## src/rtl/decode_hazard_ctrl_pkg.sv

```systemverilog
// Shared types for the decode-stage operand hazard controller.
package decode_hazard_ctrl_pkg;

  localparam int unsigned REG_IDX_W = 5;

  typedef logic [REG_IDX_W-1:0] reg_idx_t;

  typedef enum logic [2:0] {
    FWD_RF,
    FWD_ES,
    FWD_MS,
    FWD_WS,
    FWD_ZERO
  } fwd_sel_t;

  typedef struct packed {
    logic     valid;
    logic     we;
    reg_idx_t dest;
  } stage_t;

  function automatic logic stage_hits(stage_t st, reg_idx_t src);
    return st.valid && st.we && (st.dest == src);
  endfunction

endpackage

```

## src/rtl/decode_hazard_ctrl_if.sv

```systemverilog
// Decode/pipeline-stage bundle seen by the hazard controller.
interface decode_hazard_ctrl_if
  import decode_hazard_ctrl_pkg::*;
#(
  parameter int unsigned DATA_W = 32
) ();

  logic              ds_valid;
  reg_idx_t          ds_rs;
  reg_idx_t          ds_rt;
  logic              ds_issue;
  logic              ds_rf_we;
  reg_idx_t          ds_dest;
  logic [DATA_W-1:0] rf_rs_data;
  logic [DATA_W-1:0] rf_rt_data;

  logic              es_valid;
  logic              ms_valid;
  logic              ws_valid;
  logic              es_we;
  logic              ms_we;
  logic              ws_we;
  reg_idx_t          es_dest;
  reg_idx_t          ms_dest;
  reg_idx_t          ws_dest;
  logic              es_ready;
  logic              ms_ready;
  logic [DATA_W-1:0] es_data;
  logic [DATA_W-1:0] ms_data;
  logic [DATA_W-1:0] ws_data;
  logic              ws_commit;

  logic              stall;
  logic [DATA_W-1:0] rs_value;
  logic [DATA_W-1:0] rt_value;
  fwd_sel_t          rs_fwd;
  fwd_sel_t          rt_fwd;

  modport master (
    output ds_valid, ds_rs, ds_rt, ds_issue, ds_rf_we, ds_dest,
           rf_rs_data, rf_rt_data,
           es_valid, ms_valid, ws_valid, es_we, ms_we, ws_we,
           es_dest, ms_dest, ws_dest, es_ready, ms_ready,
           es_data, ms_data, ws_data, ws_commit,
    input  stall, rs_value, rt_value, rs_fwd, rt_fwd
  );

  modport slave (
    input  ds_valid, ds_rs, ds_rt, ds_issue, ds_rf_we, ds_dest,
           rf_rs_data, rf_rt_data,
           es_valid, ms_valid, ws_valid, es_we, ms_we, ws_we,
           es_dest, ms_dest, ws_dest, es_ready, ms_ready,
           es_data, ms_data, ws_data, ws_commit,
    output stall, rs_value, rt_value, rs_fwd, rt_fwd
  );

endinterface

```

## src/rtl/decode_hazard_ctrl_hazard_fwd_mux.sv

```systemverilog
// Per-source forwarding select: youngest matching stage wins, scoreboard as fallback.
module hazard_fwd_mux
  import decode_hazard_ctrl_pkg::*;
#(
  parameter int unsigned DATA_W = 32
) (
  input  reg_idx_t          src,
  input  stage_t            es,
  input  stage_t            ms,
  input  stage_t            ws,
  input  logic              es_ready,
  input  logic              ms_ready,
  input  logic [DATA_W-1:0] es_data,
  input  logic [DATA_W-1:0] ms_data,
  input  logic [DATA_W-1:0] ws_data,
  input  logic [DATA_W-1:0] rf_data,
  input  logic              pend_busy,
  output fwd_sel_t          fwd_sel,
  output logic [DATA_W-1:0] value,
  output logic              stall_src
);

  always_comb begin
    fwd_sel = FWD_RF;
    if (src == '0)                fwd_sel = FWD_ZERO;
    else if (stage_hits(es, src)) fwd_sel = FWD_ES;
    else if (stage_hits(ms, src)) fwd_sel = FWD_MS;
    else if (stage_hits(ws, src)) fwd_sel = FWD_WS;
  end

  always_comb begin
    value     = rf_data;
    stall_src = 1'b0;
    unique case (fwd_sel)
      FWD_ZERO: value = '0;
      FWD_ES: begin
        value     = es_data;
        stall_src = !es_ready;
      end
      FWD_MS: begin
        value     = ms_data;
        stall_src = !ms_ready;
      end
      FWD_WS:   value = ws_data;
      // Writer issued but not visible in any stage: hold decode.
      FWD_RF:   stall_src = pend_busy;
      default: begin
        value     = rf_data;
        stall_src = 1'b0;
      end
    endcase
  end

endmodule

```

## src/rtl/decode_hazard_ctrl.sv

```systemverilog
// Decode operand hazard controller: per-register pending scoreboard, forwarding and stall counter.
module decode_hazard_ctrl
  import decode_hazard_ctrl_pkg::*;
#(
  parameter int unsigned NREG   = 32,
  parameter int unsigned DATA_W = 32,
  parameter int unsigned SB_W   = 2
) (
  input  logic                 clk,
  input  logic                 reset,
  input  logic                 flush,
  decode_hazard_ctrl_if.slave  hz,
  output logic [31:0]          stall_cnt
);

  localparam logic [SB_W-1:0] PEND_MAX = '1;

  logic [SB_W-1:0] pend_q [NREG];
  logic [SB_W-1:0] pend_d [NREG];
  logic            inc_hit [NREG];
  logic            dec_hit [NREG];
  logic [31:0]     stall_cnt_q;

  stage_t es_st, ms_st, ws_st;
  logic   stall_rs, stall_rt;
  logic   pend_rs, pend_rt;

  assign es_st = '{valid: hz.es_valid, we: hz.es_we, dest: hz.es_dest};
  assign ms_st = '{valid: hz.ms_valid, we: hz.ms_we, dest: hz.ms_dest};
  assign ws_st = '{valid: hz.ws_valid, we: hz.ws_we, dest: hz.ws_dest};

  always_comb begin
    for (int unsigned r = 0; r < NREG; r++) begin
      inc_hit[r] = hz.ds_issue && hz.ds_rf_we && (hz.ds_dest == reg_idx_t'(r));
      dec_hit[r] = hz.ws_commit && hz.ws_we && (hz.ws_dest == reg_idx_t'(r));
    end
  end

  // Coincident issue and commit on one register cancel, even when saturated.
  always_comb begin
    for (int unsigned r = 0; r < NREG; r++) begin
      pend_d[r] = pend_q[r];
      if (r == 0)
        pend_d[r] = '0;
      else if (inc_hit[r] && !dec_hit[r] && pend_q[r] != PEND_MAX)
        pend_d[r] = pend_q[r] + 1'b1;
      else if (dec_hit[r] && !inc_hit[r] && pend_q[r] != '0)
        pend_d[r] = pend_q[r] - 1'b1;
    end
  end

  always_ff @(posedge clk) begin
    for (int unsigned r = 0; r < NREG; r++) begin
      if (reset || flush) pend_q[r] <= '0;
      else                pend_q[r] <= pend_d[r];
    end
  end

  assign pend_rs = (pend_q[hz.ds_rs] != '0);
  assign pend_rt = (pend_q[hz.ds_rt] != '0);

  hazard_fwd_mux #(.DATA_W(DATA_W)) u_fwd_rs (
    .src       (hz.ds_rs),
    .es        (es_st),
    .ms        (ms_st),
    .ws        (ws_st),
    .es_ready  (hz.es_ready),
    .ms_ready  (hz.ms_ready),
    .es_data   (hz.es_data),
    .ms_data   (hz.ms_data),
    .ws_data   (hz.ws_data),
    .rf_data   (hz.rf_rs_data),
    .pend_busy (pend_rs),
    .fwd_sel   (hz.rs_fwd),
    .value     (hz.rs_value),
    .stall_src (stall_rs)
  );

  hazard_fwd_mux #(.DATA_W(DATA_W)) u_fwd_rt (
    .src       (hz.ds_rt),
    .es        (es_st),
    .ms        (ms_st),
    .ws        (ws_st),
    .es_ready  (hz.es_ready),
    .ms_ready  (hz.ms_ready),
    .es_data   (hz.es_data),
    .ms_data   (hz.ms_data),
    .ws_data   (hz.ws_data),
    .rf_data   (hz.rf_rt_data),
    .pend_busy (pend_rt),
    .fwd_sel   (hz.rt_fwd),
    .value     (hz.rt_value),
    .stall_src (stall_rt)
  );

  assign hz.stall = hz.ds_valid && (stall_rs || stall_rt);

  always_ff @(posedge clk) begin
    if (reset)         stall_cnt_q <= '0;
    else if (hz.stall) stall_cnt_q <= stall_cnt_q + 32'd1;
  end

  assign stall_cnt = stall_cnt_q;

endmodule

```

## src/flat_wrapper.sv

```systemverilog
// flat-port wrapper written by rule: the top's interface ports become plain ports
module decode_hazard_ctrl_flat import decode_hazard_ctrl_pkg::*;
#(
  parameter int unsigned NREG   = 32,
  parameter int unsigned DATA_W = 32,
  parameter int unsigned SB_W   = 2
)
  (clk, reset, flush, stall_cnt, hz_ds_valid, hz_ds_rs, hz_ds_rt, hz_ds_issue, hz_ds_rf_we, hz_ds_dest, hz_rf_rs_data, hz_rf_rt_data, hz_es_valid, hz_ms_valid, hz_ws_valid, hz_es_we, hz_ms_we, hz_ws_we, hz_es_dest, hz_ms_dest, hz_ws_dest, hz_es_ready, hz_ms_ready, hz_es_data, hz_ms_data, hz_ws_data, hz_ws_commit, hz_stall, hz_rs_value, hz_rt_value, hz_rs_fwd, hz_rt_fwd);
  decode_hazard_ctrl_if #(.DATA_W(DATA_W)) hz_i ();
  input  logic clk;
  input  logic reset;
  input  logic flush;
  output logic [31:0] stall_cnt;
  input wire logic [$bits(hz_i.ds_valid)-1:0] hz_ds_valid;
  input wire logic [$bits(hz_i.ds_rs)-1:0] hz_ds_rs;
  input wire logic [$bits(hz_i.ds_rt)-1:0] hz_ds_rt;
  input wire logic [$bits(hz_i.ds_issue)-1:0] hz_ds_issue;
  input wire logic [$bits(hz_i.ds_rf_we)-1:0] hz_ds_rf_we;
  input wire logic [$bits(hz_i.ds_dest)-1:0] hz_ds_dest;
  input wire logic [$bits(hz_i.rf_rs_data)-1:0] hz_rf_rs_data;
  input wire logic [$bits(hz_i.rf_rt_data)-1:0] hz_rf_rt_data;
  input wire logic [$bits(hz_i.es_valid)-1:0] hz_es_valid;
  input wire logic [$bits(hz_i.ms_valid)-1:0] hz_ms_valid;
  input wire logic [$bits(hz_i.ws_valid)-1:0] hz_ws_valid;
  input wire logic [$bits(hz_i.es_we)-1:0] hz_es_we;
  input wire logic [$bits(hz_i.ms_we)-1:0] hz_ms_we;
  input wire logic [$bits(hz_i.ws_we)-1:0] hz_ws_we;
  input wire logic [$bits(hz_i.es_dest)-1:0] hz_es_dest;
  input wire logic [$bits(hz_i.ms_dest)-1:0] hz_ms_dest;
  input wire logic [$bits(hz_i.ws_dest)-1:0] hz_ws_dest;
  input wire logic [$bits(hz_i.es_ready)-1:0] hz_es_ready;
  input wire logic [$bits(hz_i.ms_ready)-1:0] hz_ms_ready;
  input wire logic [$bits(hz_i.es_data)-1:0] hz_es_data;
  input wire logic [$bits(hz_i.ms_data)-1:0] hz_ms_data;
  input wire logic [$bits(hz_i.ws_data)-1:0] hz_ws_data;
  input wire logic [$bits(hz_i.ws_commit)-1:0] hz_ws_commit;
  output wire logic [$bits(hz_i.stall)-1:0] hz_stall;
  output wire logic [$bits(hz_i.rs_value)-1:0] hz_rs_value;
  output wire logic [$bits(hz_i.rt_value)-1:0] hz_rt_value;
  output wire logic [$bits(hz_i.rs_fwd)-1:0] hz_rs_fwd;
  output wire logic [$bits(hz_i.rt_fwd)-1:0] hz_rt_fwd;
  assign hz_i.ds_valid = hz_ds_valid;
  assign hz_i.ds_rs = hz_ds_rs;
  assign hz_i.ds_rt = hz_ds_rt;
  assign hz_i.ds_issue = hz_ds_issue;
  assign hz_i.ds_rf_we = hz_ds_rf_we;
  assign hz_i.ds_dest = hz_ds_dest;
  assign hz_i.rf_rs_data = hz_rf_rs_data;
  assign hz_i.rf_rt_data = hz_rf_rt_data;
  assign hz_i.es_valid = hz_es_valid;
  assign hz_i.ms_valid = hz_ms_valid;
  assign hz_i.ws_valid = hz_ws_valid;
  assign hz_i.es_we = hz_es_we;
  assign hz_i.ms_we = hz_ms_we;
  assign hz_i.ws_we = hz_ws_we;
  assign hz_i.es_dest = hz_es_dest;
  assign hz_i.ms_dest = hz_ms_dest;
  assign hz_i.ws_dest = hz_ws_dest;
  assign hz_i.es_ready = hz_es_ready;
  assign hz_i.ms_ready = hz_ms_ready;
  assign hz_i.es_data = hz_es_data;
  assign hz_i.ms_data = hz_ms_data;
  assign hz_i.ws_data = hz_ws_data;
  assign hz_i.ws_commit = hz_ws_commit;
  assign hz_stall = hz_i.stall;
  assign hz_rs_value = hz_i.rs_value;
  assign hz_rt_value = hz_i.rt_value;
  assign hz_rs_fwd = hz_i.rs_fwd;
  assign hz_rt_fwd = hz_i.rt_fwd;
  decode_hazard_ctrl #(.NREG(NREG), .DATA_W(DATA_W), .SB_W(SB_W)) u_core (.clk(clk), .reset(reset), .flush(flush), .hz(hz_i), .stall_cnt(stall_cnt));
endmodule
```

## config.mk

```make
export PLATFORM = sky130hd
export DESIGN_NAME = decode_hazard_ctrl_flat
export DESIGN_NICKNAME = d
export VERILOG_FILES = /design/src/rtl/decode_hazard_ctrl_pkg.sv /design/src/rtl/decode_hazard_ctrl_if.sv /design/src/rtl/decode_hazard_ctrl_hazard_fwd_mux.sv /design/src/rtl/decode_hazard_ctrl.sv /design/src/flat_wrapper.sv
export SDC_FILE = /design/constraint.sdc
export NUM_CORES = 1
export LEC_CHECK = 0
export ABC_AREA = 1
export CAP_MARGIN = 20
export CORE_MARGIN = 3
export CORE_UTILIZATION = 35
export CTS_CLUSTER_DIAMETER = 40
export DETAILED_ROUTE_END_ITERATION = 12
export GPL_ROUTABILITY_DRIVEN = 0
export PLACE_DENSITY = 0.68
export SYNTH_ARGS = -nofsm -noshare
export SYNTH_HDL_FRONTEND = slang
export SYNTH_SLANG_ARGS = --single-unit
```

## constraint.sdc

```tcl
create_clock -name clk -period 3.49 [get_ports clk]
set_input_delay 1.047 -clock clk [delete_from_list [all_inputs] [get_ports clk]]
set_output_delay 1.047 -clock clk [all_outputs]
set_load 0.01 [all_outputs]
```

* After elaboration in Yosys (flattened, before gate mapping) *
Memories as Yosys holds them, arrays and structs flattened.
Index checks and enable logic that the tools add are counted.

word-level totals
  flip-flop bits (word level) = 32
  bits in latches = 0
  word-level logic and storage cells = 614
  memory bits (read-only) = 0
  memories kept = 1
  memory bits (writable) = 64

cells by class
  $lt $le $gt $ge = 0
  equal/unequal tests = 107
  bitwise logic cells = 32
  div/mod/pow operators = 0
  reductions and logical operators = 301
  $add $sub $neg = 63
  shift-type cells = 0
  muxes and demuxes = 109
  $mul = 0

memory list
  memory         words  bits a word  read ports  clocked after memory_dff  wr ports  RTL line                  text
  u_core.pend_q  32     2            33          0                         32        decode_hazard_ctrl.sv:18  logic [SB_W-1:0] pend_q [NREG];

operators by type and width
  operator               count
  $pmux 32 s4            2
  $mux 2                 100
  $logic_and 1x1->1      198
  $eq 5x5->1 const B     32
  $eq 5x4->1 const B     16
  $reduce_bool 2->1      33
  $logic_not 1->1        64
  $add 2x1->2 const B    31
  $ne 2x2->1 const B     31
  $sub 2x1->2 const B    31
  $eq 5x3->1 const B     8
  $add 32x1->32 const B  1
  $or 1x1->1             32
  $eq 5x5->1             6
  $eq 5x2->1 const B     4
  $eq 3x2->1 const B     4
  $eq 5x1->1 const B     2
  $logic_not 5->1        2
  $eq 3x1->1 const B     2
  $eq 3x3->1 const B     2
  $logic_not 3->1        2
  $mux 3                 2
  $pmux 1 s3             2
  $mux 1                 3
  $logic_or 1x1->1       2

* Longest topological paths before layout *
  depth after elaboration = 10
  depth in mapped cells = 17

* Modules after synthesis *
Synthesis repeated with hierarchy kept, for this count alone.

second synthesis, totals
  cell total of the unflattened synthesis = 1883
  area, all modules = 9943.3 µm²

modules (own cells, without submodules)
  module              area each (µm²)  seq. area each (µm²)  cells each  instances
  decode_hazard_ctrl  6302.3           1881.8                1107        1
  hazard_fwd_mux      1820.5           0.0                   388         2

* Least setup slack after synthesis *
Ideal clock, no wire load.

  path kind = input -> output
  start point = input hz_ds_rs[2]
  end point = output hz_rs_value[0]
  stages = 11
  path slack = -0.148 ns
  data arrival time = 2.591 ns
  data required time = 2.443 ns
  cells stage by stage = buf_4 -> xnor2_1 -> nand3_1 -> nor2_1 -> nand3_1 -> a21oi_1 -> nand2_2 -> inv_2 -> buf_4 -> nand2_1 -> o2111ai_1

between the ends
  longest elaborated chain between the ends = 8
  elaborated cells between the ends (all ways) = 16

RTL lines
  what                                      RTL line                                 text
  from (decl)                               flat_wrapper.sv:15                       input wire logic [$bits(hz_i.ds_rs)-1:0] hz_ds_rs;
  $eq 5x5->1                                decode_hazard_ctrl_pkg.sv:23             return st.valid && st.we && (st.dest == src);
  $logic_and 1x1->1                         decode_hazard_ctrl_pkg.sv:23
  $mux 2                                    decode_hazard_ctrl_hazard_fwd_mux.sv:28  else if (stage_hits(ws, src)) fwd_sel = FWD_WS;
  $mux 2                                    decode_hazard_ctrl_hazard_fwd_mux.sv:27  else if (stage_hits(ms, src)) fwd_sel = FWD_MS;
  $mux 2                                    decode_hazard_ctrl_hazard_fwd_mux.sv:26  else if (stage_hits(es, src)) fwd_sel = FWD_ES;
  $mux 3 (*)                                decode_hazard_ctrl_hazard_fwd_mux.sv:25  if (src == '0) fwd_sel = FWD_ZERO;
  via hz_rs_fwd[1]                          flat_wrapper.sv:40                       output wire logic [$bits(hz_i.rs_fwd)-1:0] hz_rs_fwd;
  $eq 3x2->1, or another cell as far along  decode_hazard_ctrl_hazard_fwd_mux.sv:34  unique case (fwd_sel)
  $pmux 32 s4 (*)                           decode_hazard_ctrl_hazard_fwd_mux.sv:34
  to (decl)                                 flat_wrapper.sv:38                       output wire logic [$bits(hz_i.rs_value)-1:0] hz_rs_value;

Mark *: on every way through the listed nets, which the timed path passes. The rest lies on a longest branch.

* Worst setup path in the final report *
  start point = input hz_ds_rs[1]
  end point = output hz_rs_value[26]

between the ends
  longest elaborated chain between the ends = 8
  elaborated cells between the ends (all ways) = 16

RTL lines
  what                                      RTL line
  $eq 5x5->1                                decode_hazard_ctrl_pkg.sv:23
  $logic_and 1x1->1                         decode_hazard_ctrl_pkg.sv:23
  $mux 2                                    decode_hazard_ctrl_hazard_fwd_mux.sv:28
  $mux 2                                    decode_hazard_ctrl_hazard_fwd_mux.sv:27
  $mux 2                                    decode_hazard_ctrl_hazard_fwd_mux.sv:26
  $mux 3 (*)                                decode_hazard_ctrl_hazard_fwd_mux.sv:25
  $eq 3x2->1, or another cell as far along  decode_hazard_ctrl_hazard_fwd_mux.sv:34
  $pmux 32 s4 (*)                           decode_hazard_ctrl_hazard_fwd_mux.sv:34

Every way passes the cells marked *; elsewhere a longest branch is shown, timed or not.

==> impl_results.md <==
* Status: finished with violations
* Failing checks: setup timing
* PwrDens at 214 nW/µm²
* Root Driver: clkbuf_16
* DIE AREA at 26100 µm²
* Clock slew seen by the registers of the worst setup and hold paths at 0.06 ns
* Starting DRT DRC Count at 1426
* Clock Skew at 0.00835 ns
* Synth warn at 0
* Synth area leader: dfxtp_1
* Tot Pwr at 3.08 mW
* DR vias/cell at 5.36
* Syn Area/Cell at 5.42 µm²
* Post-synth EDFFs at 0
* FMAX at 0.261 GHz
* Area Growth Syn to Fin at 70.2%
* Total GRT Usage at 27.7%
* Max Slew Vio Count at 0
* Post-Place Cells at 2226
* Port Buffer Count at 307
* Asr flop ratio synth at 0%
* Mapped Area at 8460 µm²
* Synth top area share at 22.2%
* Core ar. at 23600 µm²
* Ports at 308
* Fin crit period at 3.83 ns
* Vias in the first global route at 11100
* Worst slew pin tran at 0.785 ns
* Critical Path Start Type: input pin
* Crit path max fanout at 6
* Slowest-stage cell, CP: a21oi_4
* Worst r2r path cells at 12
* Synth Instances at 1562
* Global-route wire length before repair at 58200 µm
* CTS HTree Levels at 3
* Layout cell share with drive strength beyond 1 at 26.0%
* Arrival time at the worst endpoint at 2.78 ns
* Dpl hpwl at 29200 µm
* Worst Setup End Kind: output pin
* Final period utilization at 110%
* Cell repeated most along the worst path: buf_6
* Syn Nets at 1768
* Synth area leaders: dfxtp_1 (22%), nand2_1 (21%), nor2_1 (12%), inv_1 (8.7%), a21oi_1 (5.4%)
* RSZ-0062 raised after global routing: yes
* Final setup viols at 66
* Hold depth at 2
* Unique masters post-synth at 39
* Leakage at 5.98 nW
* WL per Instance at 17.7 µm
* Total CTS buffers at 9
* Slew headroom at 47.7%
* Register area share after synthesis at 22.2%
* #FFs+latches synth at 94
* Non-Filler Instances at 2295
* Final WS setup at -0.335 ns
* Initial antenna violation count at 5
* Nets at 2175
* Die W at 161 µm
* DRT Pass-1 Iters at 6
* Longest Clk Path Bufs at 2
* CTS tree: done
* DRC at 0
* CTS Sinks at 94
* Die Y-Extent at 161 µm
* Max_cap viols at 0
* CP max stage delay at 0.17 ns
* Most frequent cells in the layout: nand2_1 (391), nor2_1 (264), clkdlybuf4s50_1 (205)
* Crit Path Class: in -> out
* Vias at 12300
* Crit-path cells: buf_8 > buf_6 > nand2_4 > nand4_1 > nor2_2 > nand3_2 > buf_6 > a21oi_4 > nand2_4 > buf_6 > o22ai_1 > a21oi_1 > nand2_1 > buf_2
* Num rows at 56
* Max VDD drop at 213 µV
* Leading cell type in the layout, fill and taps excluded: nand2_1
* Detailed Route WL at 40600 µm
* Starting Density at 35.8%
* CP required at 2.44 ns
* GRT Residual Overflow at 0
* Hold Fails Final Rpt at 0
* Clk Latency, worst-skew pair at 0.36 ns
* # fillers at 2153
* Largest net degree at the start of global routing at 57
* Worst Hold Class: reg -> reg
* Post-DRT Antenna Nets at 0
* Synth Flop Type: dfxtp_1
-- synthesized netlist by cell type, types with 4 or more instances --
master and instances:
nand3_1 90, dfxtp_1 94, nor2_2 4, buf_2 12, buf_6 5, xnor2_1 6, nor3_2 4, nand2_1 474
nor2_1 281, clkbuf_1 30, nor4_1 5, nor3_1 33, nand4_1 24, o21ai_1 4, inv_2 11, buf_4 6
xor2_1 8, o21ai_0 62, a211oi_1 16, o2111ai_1 42, a21oi_1 92, or2_2 27, inv_1 195, o22ai_1 13
-- flip-flops by register name, summed over array words and instances (netlist names) --
| name | cells |
|---|---|
| u_core.pend_q | 62 |
| u_core.stall_cnt | 32 |
-- report_power, final --
part | total [mW] | switching (mW) | internal [mW]
Combinational | 1.03 | 0.537 | 0.496
Clock | 0.962 | 0.469 | 0.494
Sequential | 1.08 | 0.00477 | 1.08
Total | 3.08 | 1.01 | 2.07
-- through the flow --
step | utilization, % | hold slack [ns] | TNS (ns) | cell area (µm²) | setup WS, ns
6_report | 61.0 | 0.477 | -17.17 | 14400 | -0.335
5_1_grt | 61.0 | 0.514 | -20.36 | 14400 | -0.379
4_1_cts | 57.3 | 0.485 | -12.32 | 13500 | -0.248
3_5_place_dp | 53.4 | 0.474 | -70.18 | 12600 | -1.10
3_3_place_gp | 53.4 | 0.466 | -68.39 | 12600 | -1.09
2_1_floorplan | - | 0.449 | 0 | 8620 | 0.00403
-- final timing paths --
kind	start	end	slack (ns)
worst min-delay path	u_core.pend_q[9][1]$_SDFFE_PP0P_	u_core.pend_q[9][1]$_SDFFE_PP0P_	0.48
worst max-delay path	hz_ds_rs[1]	hz_rs_value[26]	-0.34
worst min register to register	u_core.pend_q[9][1]$_SDFFE_PP0P_	u_core.pend_q[9][1]$_SDFFE_PP0P_	0.48
worst max register to register	u_core.stall_cnt[0]$_SDFFE_PP0P_	u_core.stall_cnt[22]$_SDFFE_PP0P_	1.28
-- routing by layer --
| layer | vias up | global-route usage [%] | share of wire [%] |
|---|---|---|---|
| met1 | 5632 | 37.9 | 41 |
| met2 | 697 | 43.1 | 45 |
| met5 | - | 0 | 0.11 |
| met4 | 6 | 7.31 | 3.1 |
| li1 | 5842 | - | - |
| met3 | 128 | 7.57 | 10 |
-- area by class of cell --
cell class | instances | area (µm²) | share of cell area [%]
multi-input cells | 1203 | 6740 | 46.8
repair buffers | 451 | 4250 | 29.5
flip-flops and latches | 94 | 1880 | 13.1
inverters | 210 | 842 | 5.85
well taps | 319 | 399 | 2.77
clock buffers | 11 | 233 | 1.62
clock inverters | 5 | 43.8 | 0.304
diodes | 2 | 5.00 | 0.0348
-- worst max-delay path: cells and delay by family --
| kind | cells | cell delay (ns) |
|---|---|---|
| compound gates | 3 | 0.38 |
| buf+inv | 5 | 0.67 |
| simple gates | 6 | 0.65 |
-- cells by family after synthesis --
group	count (synthesis)	synth area share, %
simple gates	951	46.6
buf+inv	265	12.7
compound gates	237	16.8
flops	94	22.2
xor+xnor	14	1.45
fa+ha+maj	1	0.148
-- repair_timing --
item / CTS / global route
resized for setup: 550 / 212
setup buffers: 33 / 13
pin swaps: 55 / 73
gates cloned: 7 / 3
hold buffers: 0 / 0
endpoints found under the setup margin: 71 / 68
Power figures use the tool's default switching activity.
